File: src/rtl/jogo_pkg.sv
`default_nettype none
// ============================================================================
// Module   : jogo_pkg
// Purpose  : State codes, game limits, timer defaults and the output decoder
//            shared by the memory-game round controller.
// Revision : 1.0 - initial release
// ============================================================================
package jogo_pkg;

    localparam int LIM_DEMO         = 3;
    localparam int LIM_NORMAL       = 15;
    localparam int T_EXIBE_PADRAO   = 2000;
    localparam int T_TIMEOUT_PADRAO = 5000;

    localparam logic [4:0] ST_INICIAL     = 5'd0;
    localparam logic [4:0] ST_PREPARA     = 5'd1;
    localparam logic [4:0] ST_EXIBE       = 5'd2;
    localparam logic [4:0] ST_ESPERA      = 5'd3;
    localparam logic [4:0] ST_REGISTRA    = 5'd4;
    localparam logic [4:0] ST_COMPARA     = 5'd5;
    localparam logic [4:0] ST_PROXIMO     = 5'd6;
    localparam logic [4:0] ST_VERIFICA    = 5'd7;
    localparam logic [4:0] ST_PREP_NOVA   = 5'd8;
    localparam logic [4:0] ST_ESPERA_NOVA = 5'd9;
    localparam logic [4:0] ST_REG_NOVA    = 5'd10;
    localparam logic [4:0] ST_ESCREVE     = 5'd11;
    localparam logic [4:0] ST_AUMENTA     = 5'd12;
    localparam logic [4:0] ST_FIM_ACERTO  = 5'd13;
    localparam logic [4:0] ST_FIM_ERRO    = 5'd14;
    localparam logic [4:0] ST_FIM_TIMEOUT = 5'd15;

    typedef enum logic [4:0] {
        INICIAL     = ST_INICIAL,
        PREPARA     = ST_PREPARA,
        EXIBE       = ST_EXIBE,
        ESPERA      = ST_ESPERA,
        REGISTRA    = ST_REGISTRA,
        COMPARA     = ST_COMPARA,
        PROXIMO     = ST_PROXIMO,
        VERIFICA    = ST_VERIFICA,
        PREP_NOVA   = ST_PREP_NOVA,
        ESPERA_NOVA = ST_ESPERA_NOVA,
        REG_NOVA    = ST_REG_NOVA,
        ESCREVE     = ST_ESCREVE,
        AUMENTA     = ST_AUMENTA,
        FIM_ACERTO  = ST_FIM_ACERTO,
        FIM_ERRO    = ST_FIM_ERRO,
        FIM_TIMEOUT = ST_FIM_TIMEOUT
    } estado_t;

    typedef struct packed {
        logic zera_e;
        logic conta_e;
        logic zera_l;
        logic conta_l;
        logic registra_r;
        logic escreve;
        logic mostra_leds;
        logic pronto;
        logic ganhou;
        logic perdeu;
        logic timeout;
    } saidas_t;

    // Moore decode: every control/status output is a pure function of the state
    function automatic saidas_t decodifica(input estado_t e);
        saidas_t s;
        s = '0;
        case (e)
            INICIAL, PREPARA:     begin s.zera_e = 1'b1; s.zera_l = 1'b1; end
            EXIBE:                s.mostra_leds = 1'b1;
            REGISTRA, REG_NOVA:   s.registra_r = 1'b1;
            PROXIMO, PREP_NOVA:   s.conta_e = 1'b1;
            ESCREVE:              s.escreve = 1'b1;
            AUMENTA:              begin s.conta_l = 1'b1; s.zera_e = 1'b1; end
            FIM_ACERTO:           begin s.pronto = 1'b1; s.ganhou = 1'b1; end
            FIM_ERRO:             begin s.pronto = 1'b1; s.perdeu = 1'b1; end
            FIM_TIMEOUT:          begin s.pronto = 1'b1; s.timeout = 1'b1; end
            default:              s = '0;
        endcase
        return s;
    endfunction

endpackage
`default_nettype wire

File: src/rtl/controle_rodadas_if.sv
`default_nettype none
// ============================================================================
// Module   : controle_rodadas_if
// Purpose  : Bundle between the round controller and the game datapath.
//            master = datapath/top side, slave = controller side.
// Revision : 1.0 - initial release
// ============================================================================
interface controle_rodadas_if;
    logic       jogar;
    logic [1:0] configuracao;
    logic       jogada;
    logic       igual;
    logic [3:0] endereco;
    logic [3:0] limite;
    logic       zeraE;
    logic       contaE;
    logic       zeraL;
    logic       contaL;
    logic       registraR;
    logic       escreve;
    logic       mostra_leds;
    logic       pronto;
    logic       ganhou;
    logic       perdeu;
    logic       timeout;
    logic [4:0] db_estado;

    modport master (
        output jogar, configuracao, jogada, igual, endereco, limite,
        input  zeraE, contaE, zeraL, contaL, registraR, escreve, mostra_leds,
        input  pronto, ganhou, perdeu, timeout, db_estado
    );

    modport slave (
        input  jogar, configuracao, jogada, igual, endereco, limite,
        output zeraE, contaE, zeraL, contaL, registraR, escreve, mostra_leds,
        output pronto, ganhou, perdeu, timeout, db_estado
    );
endinterface
`default_nettype wire

File: src/rtl/temporizador_jogo.sv
`default_nettype none
// ============================================================================
// Module   : temporizador_jogo
// Purpose  : Saturating display/timeout timer with synchronous clear and
//            count enable; flags the last cycle of each interval.
// Revision : 1.0 - initial release
// ============================================================================
module temporizador_jogo #(
    parameter int T_EXIBE   = 2000,
    parameter int T_TIMEOUT = 5000
) (
    input  logic clock,
    input  logic reset,
    input  logic limpa,
    input  logic conta,
    output logic fim_exibe,
    output logic fim_timeout
);
    localparam int MAIOR   = (T_EXIBE > T_TIMEOUT) ? T_EXIBE : T_TIMEOUT;
    localparam int LARGURA = $clog2(MAIOR + 1);

    logic [LARGURA-1:0] contagem;

    // Clear wins over count; the counter parks at all-ones instead of wrapping
    always_ff @(posedge clock or posedge reset) begin
        if (reset) begin
            contagem <= '0;
        end else if (limpa) begin
            contagem <= '0;
        end else if (conta && (contagem != {LARGURA{1'b1}})) begin
            contagem <= contagem + LARGURA'(1);
        end
    end

    assign fim_exibe   = (contagem == LARGURA'(T_EXIBE - 1));
    assign fim_timeout = (contagem == LARGURA'(T_TIMEOUT - 1));

endmodule
`default_nettype wire

File: src/rtl/controle_rodadas.sv
`default_nettype none
// ============================================================================
// Module   : controle_rodadas
// Purpose  : Moore round controller for the memory game: shows the first
//            play, checks the repeated sequence, stores one new play per
//            round and reports win / loss / timeout.
// Revision : 1.0 - initial release
// ============================================================================
module controle_rodadas
    import jogo_pkg::*;
#(
    parameter int T_EXIBE   = T_EXIBE_PADRAO,
    parameter int T_TIMEOUT = T_TIMEOUT_PADRAO
) (
    input  logic              clock,
    input  logic              reset,
    controle_rodadas_if.slave bus
);
    estado_t    estado;
    estado_t    proximo;
    saidas_t    saidas;
    logic [1:0] cfg;
    logic       fim_e;
    logic       fim_l;
    logic       fim_exibe;
    logic       fim_timeout;
    logic       limpa_tempo;
    logic       conta_tempo;

    assign fim_e = (bus.endereco == bus.limite);
    assign fim_l = (bus.limite == (cfg[0] ? 4'(LIM_DEMO) : 4'(LIM_NORMAL)));

    // Timer restarts on every state change so each wait is measured from entry
    assign limpa_tempo = (proximo != estado);
    assign conta_tempo = (estado == EXIBE) || (estado == ESPERA) || (estado == ESPERA_NOVA);

    temporizador_jogo #(
        .T_EXIBE   (T_EXIBE),
        .T_TIMEOUT (T_TIMEOUT)
    ) u_temporizador (
        .clock       (clock),
        .reset       (reset),
        .limpa       (limpa_tempo),
        .conta       (conta_tempo),
        .fim_exibe   (fim_exibe),
        .fim_timeout (fim_timeout)
    );

    // Next-state rules; a play always beats a simultaneous timeout
    always_comb begin
        proximo = estado;
        case (estado)
            INICIAL:     if (bus.jogar) proximo = PREPARA;
            PREPARA:     proximo = EXIBE;
            EXIBE:       if (fim_exibe) proximo = ESPERA;
            ESPERA: begin
                if (bus.jogada)                proximo = REGISTRA;
                else if (cfg[1] && fim_timeout) proximo = FIM_TIMEOUT;
            end
            REGISTRA:    proximo = COMPARA;
            COMPARA: begin
                if (!bus.igual) proximo = FIM_ERRO;
                else if (!fim_e) proximo = PROXIMO;
                else             proximo = VERIFICA;
            end
            PROXIMO:     proximo = ESPERA;
            VERIFICA:    proximo = fim_l ? FIM_ACERTO : PREP_NOVA;
            PREP_NOVA:   proximo = ESPERA_NOVA;
            ESPERA_NOVA: begin
                if (bus.jogada)                proximo = REG_NOVA;
                else if (cfg[1] && fim_timeout) proximo = FIM_TIMEOUT;
            end
            REG_NOVA:    proximo = ESCREVE;
            ESCREVE:     proximo = AUMENTA;
            AUMENTA:     proximo = ESPERA;
            FIM_ACERTO, FIM_ERRO, FIM_TIMEOUT: if (bus.jogar) proximo = PREPARA;
            default:     proximo = INICIAL;
        endcase
    end

    // State, registered outputs and the per-game configuration latch
    always_ff @(posedge clock or posedge reset) begin
        if (reset) begin
            estado <= INICIAL;
            saidas <= decodifica(INICIAL);
            cfg    <= 2'b00;
        end else begin
            estado <= proximo;
            saidas <= decodifica(proximo);
            if (estado == PREPARA) begin
                cfg <= bus.configuracao;
            end
        end
    end

    assign bus.zeraE       = saidas.zera_e;
    assign bus.contaE      = saidas.conta_e;
    assign bus.zeraL       = saidas.zera_l;
    assign bus.contaL      = saidas.conta_l;
    assign bus.registraR   = saidas.registra_r;
    assign bus.escreve     = saidas.escreve;
    assign bus.mostra_leds = saidas.mostra_leds;
    assign bus.pronto      = saidas.pronto;
    assign bus.ganhou      = saidas.ganhou;
    assign bus.perdeu      = saidas.perdeu;
    assign bus.timeout     = saidas.timeout;
    assign bus.db_estado   = estado;

endmodule
`default_nettype wire

File: src/flat_wrapper.sv
// flat-port wrapper written by rule: the top's interface ports become plain ports
module controle_rodadas_flat import jogo_pkg::*;
#(
    parameter int T_EXIBE   = T_EXIBE_PADRAO,
    parameter int T_TIMEOUT = T_TIMEOUT_PADRAO
)
  (clock, reset, bus_jogar, bus_configuracao, bus_jogada, bus_igual, bus_endereco, bus_limite, bus_zeraE, bus_contaE, bus_zeraL, bus_contaL, bus_registraR, bus_escreve, bus_mostra_leds, bus_pronto, bus_ganhou, bus_perdeu, bus_timeout, bus_db_estado);
  controle_rodadas_if bus_i ();
  input  logic clock;
  input  logic reset;
  input wire logic [$bits(bus_i.jogar)-1:0] bus_jogar;
  input wire logic [$bits(bus_i.configuracao)-1:0] bus_configuracao;
  input wire logic [$bits(bus_i.jogada)-1:0] bus_jogada;
  input wire logic [$bits(bus_i.igual)-1:0] bus_igual;
  input wire logic [$bits(bus_i.endereco)-1:0] bus_endereco;
  input wire logic [$bits(bus_i.limite)-1:0] bus_limite;
  output wire logic [$bits(bus_i.zeraE)-1:0] bus_zeraE;
  output wire logic [$bits(bus_i.contaE)-1:0] bus_contaE;
  output wire logic [$bits(bus_i.zeraL)-1:0] bus_zeraL;
  output wire logic [$bits(bus_i.contaL)-1:0] bus_contaL;
  output wire logic [$bits(bus_i.registraR)-1:0] bus_registraR;
  output wire logic [$bits(bus_i.escreve)-1:0] bus_escreve;
  output wire logic [$bits(bus_i.mostra_leds)-1:0] bus_mostra_leds;
  output wire logic [$bits(bus_i.pronto)-1:0] bus_pronto;
  output wire logic [$bits(bus_i.ganhou)-1:0] bus_ganhou;
  output wire logic [$bits(bus_i.perdeu)-1:0] bus_perdeu;
  output wire logic [$bits(bus_i.timeout)-1:0] bus_timeout;
  output wire logic [$bits(bus_i.db_estado)-1:0] bus_db_estado;
  assign bus_i.jogar = bus_jogar;
  assign bus_i.configuracao = bus_configuracao;
  assign bus_i.jogada = bus_jogada;
  assign bus_i.igual = bus_igual;
  assign bus_i.endereco = bus_endereco;
  assign bus_i.limite = bus_limite;
  assign bus_zeraE = bus_i.zeraE;
  assign bus_contaE = bus_i.contaE;
  assign bus_zeraL = bus_i.zeraL;
  assign bus_contaL = bus_i.contaL;
  assign bus_registraR = bus_i.registraR;
  assign bus_escreve = bus_i.escreve;
  assign bus_mostra_leds = bus_i.mostra_leds;
  assign bus_pronto = bus_i.pronto;
  assign bus_ganhou = bus_i.ganhou;
  assign bus_perdeu = bus_i.perdeu;
  assign bus_timeout = bus_i.timeout;
  assign bus_db_estado = bus_i.db_estado;
  controle_rodadas #(.T_EXIBE(T_EXIBE), .T_TIMEOUT(T_TIMEOUT)) u_core (.clock(clock), .reset(reset), .bus(bus_i));
endmodule
File: config.mk
export PLATFORM = sky130hd
export DESIGN_NAME = controle_rodadas_flat
export DESIGN_NICKNAME = d
export VERILOG_FILES = /design/src/rtl/jogo_pkg.sv /design/src/rtl/controle_rodadas_if.sv /design/src/rtl/temporizador_jogo.sv /design/src/rtl/controle_rodadas.sv /design/src/flat_wrapper.sv
export SDC_FILE = /design/constraint.sdc
export NUM_CORES = 1
export LEC_CHECK = 0
export BUFFER_PORTS_ARGS = -buffer_cell sky130_fd_sc_hd__buf_2
export CAP_MARGIN = 15
export CORE_MARGIN = 2
export CORE_UTILIZATION = 42
export DETAILED_ROUTE_END_ITERATION = 10
export GPL_ROUTABILITY_DRIVEN = 0
export SLEW_MARGIN = 20
export SYNTH_ARGS = -nofsm -noshare
export SYNTH_HDL_FRONTEND = slang
export SYNTH_HIERARCHICAL = 1
export SYNTH_SLANG_ARGS = --single-unit
export TNS_END_PERCENT = 20
File: constraint.sdc
create_clock -name clock -period 3.5 [get_ports clock]
set_clock_uncertainty 0.1 [all_clocks]
set_input_delay 0.7 -clock clock [delete_from_list [all_inputs] [get_ports clock]]
set_output_delay 0.7 -clock clock [all_outputs]
set_load 0.005 [all_outputs]
Yosys cells after proc, flatten, opt, wreduce, memory -nomap -nowiden
Index checks and enable logic that the tools add are counted.
{ "word_totals": {"regBits": 31, "input_bits": 15, "output_inout_bits": 16, "word_cells": 84} }
{ "classes": {"n_addsub": 1, "eq_ne": 32, "n_mux": 23, "reduce_logical": 14} }
{ "op_table": {"columns": ["op", "n"], "rows": [
  ["$eq 5x4->1 const B", 15],
  ["$pmux 5 s12", 1],
  ["$eq 5x3->1 const B", 6],
  ["$mux 5", 6],
  ["$mux 13", 2],
  ["$eq 5x2->1 const B", 3],
  ["$add 13x1->13 const B", 1],
  ["$eq 13x11->1 const B", 1],
  ["$eq 13x13->1 const B", 1],
  ["$ne 13x13->1 const B", 1],
  ["$mux 1", 12],
  ["$eq 5x1->1 const B", 2],
  ["$logic_not 5->1", 2],
  ["$eq 4x4->1", 2],
  ["$reduce_or 2->1", 4],
  ["$reduce_or 3->1", 2],
  ["$ne 5x5->1", 1],
  ["$mux 4", 1],
  ["$reduce_or 4->1", 1],
  ["$mux 3", 1],
  ["$logic_and 1x1->1", 2],
  ["$logic_or 1x1->1", 2],
  ["$reduce_bool 2->1", 1]
]} }

Depth between registers and ports, before layout
Gate-level depths: netlist of the first run.
{ "logic_depth": {"ltp_word": 8, "mapped_depth": 12, "mapped_depth_nobuf": 12} }

Modules after synthesis
Netlist of the first run, hierarchy kept.
{ "by_module_without_submodules": {"columns": ["module", "n_inst", "cells_each", "area_each_um2"], "rows": [
  ["controle_rodadas", 1, 112, 1087.3],
  ["temporizador_jogo", 1, 87, 775.7]
]} }

Least setup slack after synthesis of the first run
Ideal clock, no wire load.
{ "synth_timing": {"path_kind": "reg2reg", "from": "reg u_core.u_temporizador.contagem[0]", "to": "reg u_core.u_temporizador.contagem[7]", "setup_ps": 86, "arrival_time_ps": 2547, "t_required_ps": 3314, "path_slack_ps": 767, "path_stages_with_launch": 12, "path_cell_list": "dfrtp_1 ha_1 nand4_1 or4_1 nor2_1 and3b_1 a221oi_1 o31a_1 a21oi_1 o2111ai_1 clkbuf_1 nor3_1"} }
{ "synth_via": {"elab_chain_len": 7, "elab_cells_between_ends": 15, "cone_classes": "add/sub: 1; eq/ne: 4; mux: 7; reduce/logical: 3"} }
{ "synth_rtl": {"columns": ["item", "line", "source"], "rows": [
  ["start, declared", "temporizador_jogo.sv:22", "logic [LARGURA-1:0] contagem;"],
  ["start signal, assigned", "temporizador_jogo.sv:31", "contagem <= contagem + LARGURA'(1);"],
  ["$eq 13x13->1 *", "temporizador_jogo.sv:36", "assign fim_timeout = (contagem == LARGURA'(T_TIMEOUT - 1));"],
  ["via u_core.fim_timeout", "controle_rodadas.sv:26", "logic fim_timeout;"],
  ["$logic_and 1x1->1 *", "controle_rodadas.sv:58, controle_rodadas.sv:71", null],
  ["$mux 5 *", "controle_rodadas.sv:58, controle_rodadas.sv:71", null],
  ["$mux 5, on equally long branches", "controle_rodadas.sv:70, controle_rodadas.sv:57", null],
  ["$pmux 5 s12 *", "controle_rodadas.sv:52", "case (estado)"],
  ["$ne 5x5->1 *", "controle_rodadas.sv:34", "assign limpa_tempo = (proximo != estado);"],
  ["via u_core.limpa_tempo", "controle_rodadas.sv:27", "logic limpa_tempo;"],
  ["$mux 13 or $reduce_bool 2->1 (tied branches)", null, null]
]} }
The timed path passes the listed nets; every way through them passes the cells marked *. The select of a mux whose other input is x is not followed.
A chain may end at the register's enable or synchronous reset.

Worst setup path in the final report of the first run
{ "layout_timing": {"from": "reg u_core.u_temporizador.contagem[0]", "to": "reg u_core.u_temporizador.contagem[1]"} }
Same word-level chain as after synthesis.

==> results.toml, run 1 <==
[run_status]
outcome = "complete, no violations"

[clocking]
clkTransAtPathRegs_ns = 0.06
clk-insertion-delay-late_ns = 0.28
clockBufferDepth = 2
hold_buffers = 0
htreeDepth = 2
postCtsSetupBuffers = 0
cts_resized = 0
cts_tree = "built"
cts_buffers = 5
root_buffer = "clkbuf_8"
cts.sinks = 31

[timing]
post-route-min-period_ns = 3.011
worst_pin_slew_ns = 0.6966
whs_ns = 0.3495
setup_slack_ns = 0.4893
hold_viol_final = 0
fmax_mhz = 332.2
slew_headroom_pct = 53.17
setup_viol = 0
rsz0062_at_grt = "false"
setup-tns-final_ns = 0
finalCritPeriodShare_pct = 86.02
drv_slew = 0

[synth]
synth_compound_area_share_pct = 19.01
ys_types = 60
ys_ff_latch = 31
synthMuxAreaShare_pct = 1.746
ys_seq_area_share_pct = 41.77
async_flop_share_pct = 100.0
synth.largest_area_cell = "dfrtp_1"
synth.most_common_cell = "dfrtp_1"
synthTopCellsByArea = "dfrtp_1 39%, nor3_1 3.8%, a21oi_1 3.5%"
ys.warnings.count = 6
synth_top_family_by_area = "simple AND/OR/NAND/NOR gates"
netlist.area_leader.share_pct = 38.95
synth_edf_count = 0
yosys.area_share.simple_pct = 29.42
synth_common_cells = "29 x dfrtp_1, 14 x nor3_1, 13 x a21oi_1"
syn_area_per_cell_sq_um = 9.362
synth_xor_area_share_pct = 2.351
syn_area_sq_um = 1863
synthCells = 199
synth_flop_cell = "dfrtp_1"
synth.net_count = 215
synth_adder_area_share_pct = 0.6716

[route]
wirelength_microns = 4125
drtIter0Drc = 134
via_per_inst = 5.843
vias = 1642
ant_nets = 0
first_pass_iters = 4
avgRoutedWirePerCell_microns = 14.68
drc_errors = 0

[floorplan]
rows = 24
die_w_microns = 70.60
core_sq_um = 4324
io_pins = 31
design.die.area_sq_um = 4984
die_y_microns = 70.60
start_util_pct = 43.08

[layout]
drive_above_1_share_pct = 25.33
antenna_cells = 0
top_register = "u_core/u_temporizador/contagem"
fin_area_sq_um = 2151
syn_to_final_growth_pct = 15.45
nets = 244
largest_register_ffs = 13

[power]
p_leak_nw = 0.9260
p_per_area_nw_per_um2 = 400.7
report.power.total_w = 0.0008617
peakVddDrop_uv = 251.2

[setup_path]
crit_type = "reg -> reg"
arrival_ns = 3.12
cp_data_required_time_ns = 3.61
start_kind = "flip-flop"
end_kind = "flip-flop"
worstPathMaxFanout = 14

[placed_design]
dp_slack_ns = 0.5289
port_buffers = 30
hpwl_microns = 2950
place_area_sq_um = 2033

[hold_path]
hp-class = "in -> async"

[grt]
grt_pass1_vias = 1453
grt_pass1_wl_microns = 6927
grt_max_degree = 21
grt.total_usage_pct = 17.33
antenna_found_initial = 0
gr-total-overflow = 0

[run]
cap_violations = 0
cell usage in the layout, fill, tap and decap left out, drive strengths merged, types with 6 or more instances in the layout:
cell	n
a21oi	14
buf	31
clkbuf	6
dfrtp	29
inv	10
nand2	9
nand4	9
nor2	11
nor3	15
nor4	6
o21ai	10
or3	8
path summary, 6_finish.rpt:
| check | from | endpoint | slack (ns) | cells past startpoint |
|---|---|---|---|---|
| max in group asynchronous | reset | u_core/cfg[0] | 2.42 | 2 |
| min in group clock | u_core/cfg[0] | u_core/cfg[0] | 0.43 | 1 |
| worst min register to register | u_core/cfg[0] | u_core/cfg[0] | 0.43 | 1 |
| worst min-delay path | reset | u_core/u_temporizador/contagem[3] | 0.35 | 2 |
| worst max register to register | u_core/u_temporizador/contagem[0] | u_core/u_temporizador/contagem[1] | 0.49 | 12 |
| worst max-delay path | u_core/u_temporizador/contagem[0] | u_core/u_temporizador/contagem[1] | 0.49 | 12 |
layer usage:
metal  wire length (microns)  vias to the layer above  track usage (%)
met3                     270                        7            3.989
met5                       0                        -                0
met1                    2114                      783            26.89
li1                        -                      807                -
met2                    1676                       45            23.58
met4                      64                        0            6.289
per-stage QoR:
step                      std cells  utilization (%)
after floorplan                 199                -
after global placement          273            47.02
after detailed placement        273            47.02
after CTS                       281            49.74
after global routing            281            49.74
final                           281            49.74
worst max-delay path: stages, from the launching register on:
cell	delay (ns)
dfrtp_1	0.40
ha_1	0.25
nand4_1	0.11
or4_1	0.44
nor2_1	0.16
and3b_1	0.20
a221oi_1	0.11
o31a_1	0.40
a21oi_1	0.18
o2111ai_1	0.12
buf_4	0.20
nand2b_1	0.16
mux2i_1	0.11
power by group:
group          total [W]  switching [W]  internal [W]
sequential      0.000398      0.0000213      0.000377
clock           0.000364       0.000133      0.000230
combinational   0.000100      0.0000527     0.0000476
total           0.000862       0.000207      0.000654
cell type report:
cell class | instances | area, sq um
clock buffer | 6 | 82.58
sequential | 31 | 778.2
tap | 52 | 65.06
multi-input combinational | 149 | 994.7
timing repair buffer | 31 | 157.7
inverter | 10 | 37.54
clock inverter | 2 | 35.03
fill | 426 | 2173
cells by family (layout without fill, tap and decap cells):
group	after synthesis	count (layout)
AOI/OAI and AO/OA	51	51
xor gates and xnor gates	5	5
adders and majority gates	1	1
buffers and inverters	19	49
DFF	31	31
muxes	3	3
other	1	1
and+or+nand+nor	88	88
No activity file was read; power rests on OpenSTA's default activity.
==> run 2: changes to the inputs <==
--- a/config.mk
+++ b/config.mk
@@ -11,6 +11,7 @@
 export CORE_UTILIZATION = 42
 export DETAILED_ROUTE_END_ITERATION = 10
 export GPL_ROUTABILITY_DRIVEN = 0
+export PLACE_DENSITY = 0.65
 export SLEW_MARGIN = 20
 export SYNTH_ARGS = -nofsm -noshare
 export SYNTH_HDL_FRONTEND = slang
==> results.toml, run 2 (synthesized netlist as in run 1, its figures left out) <==
[placed_design]
dp_slack_ns = 0.5783
hpwl_microns = 2951
place_area_sq_um = 2033
port_buffers = 30

[timing]
setup_viol = 0
setup-tns-final_ns = 0
fmax_mhz = 334.3
worst_pin_slew_ns = 0.7375
setup_slack_ns = 0.5088
finalCritPeriodShare_pct = 85.46
slew_headroom_pct = 50.42
rsz0062_at_grt = "false"
drv_slew = 0
post-route-min-period_ns = 2.991
hold_viol_final = 0

[route]
wirelength_microns = 4234
ant_nets = 0
drc_errors = 0
first_pass_iters = 4
avgRoutedWirePerCell_microns = 15.07
vias = 1622
via_per_inst = 5.772
drtIter0Drc = 162

[clocking]
postCtsSetupBuffers = 0
cts.sinks = 31
hold_buffers = 0
cts_tree = "built"
cts_buffers = 5
htreeDepth = 2
root_buffer = "clkbuf_8"
cts_resized = 0
clk-insertion-delay-late_ns = 0.29
clockBufferDepth = 2
clkTransAtPathRegs_ns = 0.07

[floorplan]
rows = 24
start_util_pct = 43.08
die_w_microns = 70.60
die_y_microns = 70.60
io_pins = 31
core_sq_um = 4324
design.die.area_sq_um = 4984

[setup_path]
end_kind = "flip-flop"
worstPathMaxFanout = 14
arrival_ns = 3.10
r2r_slack_ns = 0.51
crit_type = "reg -> reg"
startpoint = "u_core/u_temporizador/contagem[1]"
start_kind = "flip-flop"
cp_data_required_time_ns = 3.61
rr_startpoint = "u_core/u_temporizador/contagem[1]"

[layout]
syn_to_final_growth_pct = 15.45
drive_above_1_share_pct = 25.33
largest_register_ffs = 13
top_register = "u_core/u_temporizador/contagem"
fin_area_sq_um = 2151
layout_commonest_cell = "buf_2"
utilization_pct = 49.74
layout_common_cells = "30 x buf_2, 29 x dfrtp_1, 14 x nor3_1"
antenna_cells = 0
fillCellCount = 422
nets = 244

[power]
p_leak_nw = 0.9260
peakVddDrop_uv = 217.5
p_per_area_nw_per_um2 = 404.2

[grt]
grt_max_degree = 21
grt_pass1_vias = 1492
gr-total-overflow = 0
grt_pass1_wl_microns = 7141
grt.total_usage_pct = 18.03
antenna_found_initial = 0

[run]
cap_violations = 0

[hold_path]
hp-class = "in -> async"

[run_status]
outcome = "complete, no violations"
## run 2: cell counts in the layout (fill, tap and decap cells not counted)
No cell type changed its count.
## run 2: through the flow
step / total power [W] / cells / hold WS [ns]
3_5_place_dp: 0.0005069 / 273 / 0.4304
4_1_cts: 0.0008808 / 281 / 0.3529
5_1_grt: 0.0009102 / 281 / 0.3810
2_1_floorplan: 0.0004721 / 199 / 0.3851
6_report: 0.0008693 / 281 / 0.3486
3_3_place_gp: 0.0005039 / 273 / 0.4054
## run 2: cell type report
cell class,instances,area (sq um),share of cell area (%)
repair buffers,31,157.7,7.330
clock buffers,6,82.58,3.839
inverters,10,37.54,1.745
clock inverters,2,35.03,1.629
well taps,52,65.06,3.025
flip-flops and latches,31,778.2,36.18
multi-input cells,149,994.7,46.25
## run 2: worst paths after layout
kind,end,cells after the start
worst max-delay path,u_core/u_temporizador/contagem[1],12
worst min-delay path,u_core/u_temporizador/contagem[3],2
worst max register to register,u_core/u_temporizador/contagem[1],12
worst min register to register,u_core/cfg[0],1
max in group asynchronous,u_core/cfg[1],2
min in group clock,u_core/cfg[0],1
## run 2: where the power goes
part	internal, W	switching, W	leakage (nW)
registers	0.000376	0.0000216	0.417
clock network	0.000230	0.000140	0.0612
logic	0.0000477	0.0000536	0.447
total	0.000654	0.000215	0.926
## run 2: metal layers
layer	GRT usage (%)	wire length, microns	vias up
li1	-	-	802
met1	26.42	2074	756
met2	25.58	1824	58
met3	4.843	273	6
met4	6.918	63	0
met5	0	0	-
## run 2: worst max-delay path, cell delays in order, from the launching register on
cell,delay (ns)
dfrtp_1,0.40
ha_1,0.26
nand4_1,0.11
or4_1,0.43
nor2_1,0.17
and3b_1,0.20
a221oi_1,0.10
o31a_1,0.40
a21oi_1,0.17
o2111ai_1,0.11
buf_4,0.20
nand2b_1,0.16
mux2i_1,0.12
==> run 3: changes to the inputs <==
--- a/config.mk
+++ b/config.mk
@@ -15,6 +15,5 @@
 export SLEW_MARGIN = 20
 export SYNTH_ARGS = -nofsm -noshare
 export SYNTH_HDL_FRONTEND = slang
-export SYNTH_HIERARCHICAL = 1
 export SYNTH_SLANG_ARGS = --single-unit
 export TNS_END_PERCENT = 20
==> results.toml, run 3 <==
[run_status]
outcome = "complete, no violations"

[synth]
ys_seq_area_share_pct = 40.15
syn_area_per_cell_sq_um = 9.838
synthCells = 197
synth.net_count = 213
synth_edf_count = 0
yosys.area_share.simple_pct = 22.72
ys.warnings.count = 0
ys_ff_latch = 31
synth.most_common_cell = "dfrtp_1"
synth_common_cells = "29 x dfrtp_1, 14 x nor2_1, 13 x xnor2_1"
synth_xor_area_share_pct = 7.230
synth_adder_area_share_pct = 0.6456
synth_compound_area_share_pct = 21.63
synth.largest_area_cell = "dfrtp_1"
syn_area_sq_um = 1938
synth_flop_cell = "dfrtp_1"
synth_top_family_by_area = "simple AND/OR/NAND/NOR gates"
ys_types = 56
synthMuxAreaShare_pct = 2.260
synthTopCellsByArea = "dfrtp_1 37%, a211oi_2 7.1%, xnor2_1 5.9%"
async_flop_share_pct = 100.0
netlist.area_leader.share_pct = 37.44

[timing]
whs_ns = 0.3857
setup-tns-final_ns = 0
hold_viol_final = 0
drv_slew = 0
rsz0062_at_grt = "false"
finalCritPeriodShare_pct = 76.75
fmax_mhz = 372.3
setup_viol = 0
worst_pin_slew_ns = 0.7047
post-route-min-period_ns = 2.686
slew_headroom_pct = 52.53

[route]
avgRoutedWirePerCell_microns = 15.23
vias = 1602
ant_nets = 0
via_per_inst = 5.763
first_pass_iters = 4
drtIter0Drc = 47
wirelength_microns = 4234
drc_errors = 0

[placed_design]
port_buffers = 30
hpwl_microns = 3042

[clocking]
hold_buffers = 0
clk-insertion-delay-late_ns = 0.28
htreeDepth = 2
clockBufferDepth = 2
root_buffer = "clkbuf_8"
cts_tree = "built"
cts_resized = 0
clkTransAtPathRegs_ns = 0.07
postCtsSetupBuffers = 0
cts.sinks = 31
cts_buffers = 5

[floorplan]
start_util_pct = 43.91
design.die.area_sq_um = 5174
io_pins = 31
die_w_microns = 71.93
rows = 24
die_y_microns = 71.93
core_sq_um = 4414

[setup_path]
path_cells = "nand2_1 > o211a_1 > o21ai_0 > mux2_2 > nand2_1 > a211oi_1"
worstPathMaxFanout = 18
cp_data_required_time_ns = 3.53
start_kind = "flip-flop"
arrival_ns = 2.72
crit_type = "reg -> reg"
end_kind = "flip-flop"
critPathSlowestCell = "dfrtp_1"
cpPeakStageDelay_ns = 0.67
cp_common_cell = "nand2_1"

[layout]
layout_common_cells = "30 x buf_2, 29 x dfrtp_1, 14 x nor2_1"
utilization_pct = 49.69
largest_register_ffs = 13
drive_above_1_share_pct = 27.43
antenna_cells = 0
syn_to_final_growth_pct = 13.17
nets = 242
layout_commonest_cell = "buf_2"
top_register = "u_core.u_temporizador.contagem"

[power]
p_per_area_nw_per_um2 = 405.9
p_leak_nw = 0.9182
peakVddDrop_uv = 179.3
report.power.total_w = 0.0008902

[grt]
grt_max_degree = 32
grt.total_usage_pct = 17.91
gr-total-overflow = 0
grt_pass1_wl_microns = 7210
antenna_found_initial = 0
grt_pass1_vias = 1500

[run]
cap_violations = 0

[hold_path]
hp-class = "in -> async"
## run 3: changes by cell type in the layout (fill, tap and decap cells not counted), moves of 5 or more
cell	previous run	this run
xnor2_1	4	13
a211oi_2	0	11
or3_1	8	2
nand3_1	3	9
a2111oi_0	0	5
a21oi_1	13	3
o21ai_0	10	3
nor3_1	14	3
## run 3: final timing paths
| path | slack [ns] | cells past startpoint | start | endpoint |
|---|---|---|---|---|
| max in group asynchronous | 2.59 | 3 | reset | u_core.bus.zeraE |
| worst min-delay path | 0.39 | 3 | reset | u_core.bus.db_estado[1] |
| worst max-delay path | 0.81 | 6 | u_core.bus.db_estado[1] | u_core.u_temporizador.contagem[11] |
| worst max register to register | 0.81 | 6 | u_core.bus.db_estado[1] | u_core.u_temporizador.contagem[11] |
| worst min register to register | 0.43 | 1 | u_core.cfg[0] | u_core.cfg[0] |
| min in group clock | 0.43 | 1 | u_core.cfg[0] | u_core.cfg[0] |
## run 3: stage by stage
stage,cells,cell area [sq um],setup WS (ns)
final,278,2193,0.8138
after floorplan,197,1938,1.235
after detailed placement,271,2106,0.8682
after global routing,278,2193,0.6859
after CTS,278,2193,0.8344
after global placement,271,2106,0.9588
## run 3: final cells by class
class                      instances  area, sq um
multi-input combinational        146         1060
timing repair buffer              32        165.2
inverter                          10        37.54
sequential                        31        778.2
clock buffer                       6        82.58
tap                               52        65.06
clock inverter                     1        5.005
fill                             436         2221
## run 3: worst max-delay path: cells and delay by family (launching register included)
kind / cells / cell delay [ns]
simple gates: 2 / 0.76
compound gates: 3 / 0.63
flops: 1 / 0.67
mux: 1 / 0.38
## run 3: per-layer routing
layer | wire, microns | global-route usage (%) | vias to the layer above
met1 | 1995 | 25.45 | 762
met3 | 250 | 5.417 | 5
met2 | 1936 | 26.13 | 47
met5 | 0 | 0 | -
li1 | - | - | 788
met4 | 51 | 6.080 | 0
## run 3: logic make-up (layout without fill, tap and decap cells)
family | Yosys count | count (layout)
AOI/OAI and AO/OA | 48 | 48
xor gates and xnor gates | 16 | 16
adders and majority gates | 1 | 1
buffers and inverters | 20 | 49
DFF | 31 | 31
muxes | 4 | 4
other | 1 | 1
and+or+nand+nor | 76 | 76
## run 3: power by group
group / internal [W] / switching [W] / leakage (nW)
registers: 0.000389 / 0.0000356 / 0.417
logic: 0.0000749 / 0.000110 / 0.455
clock network: 0.000154 / 0.000126 / 0.0470
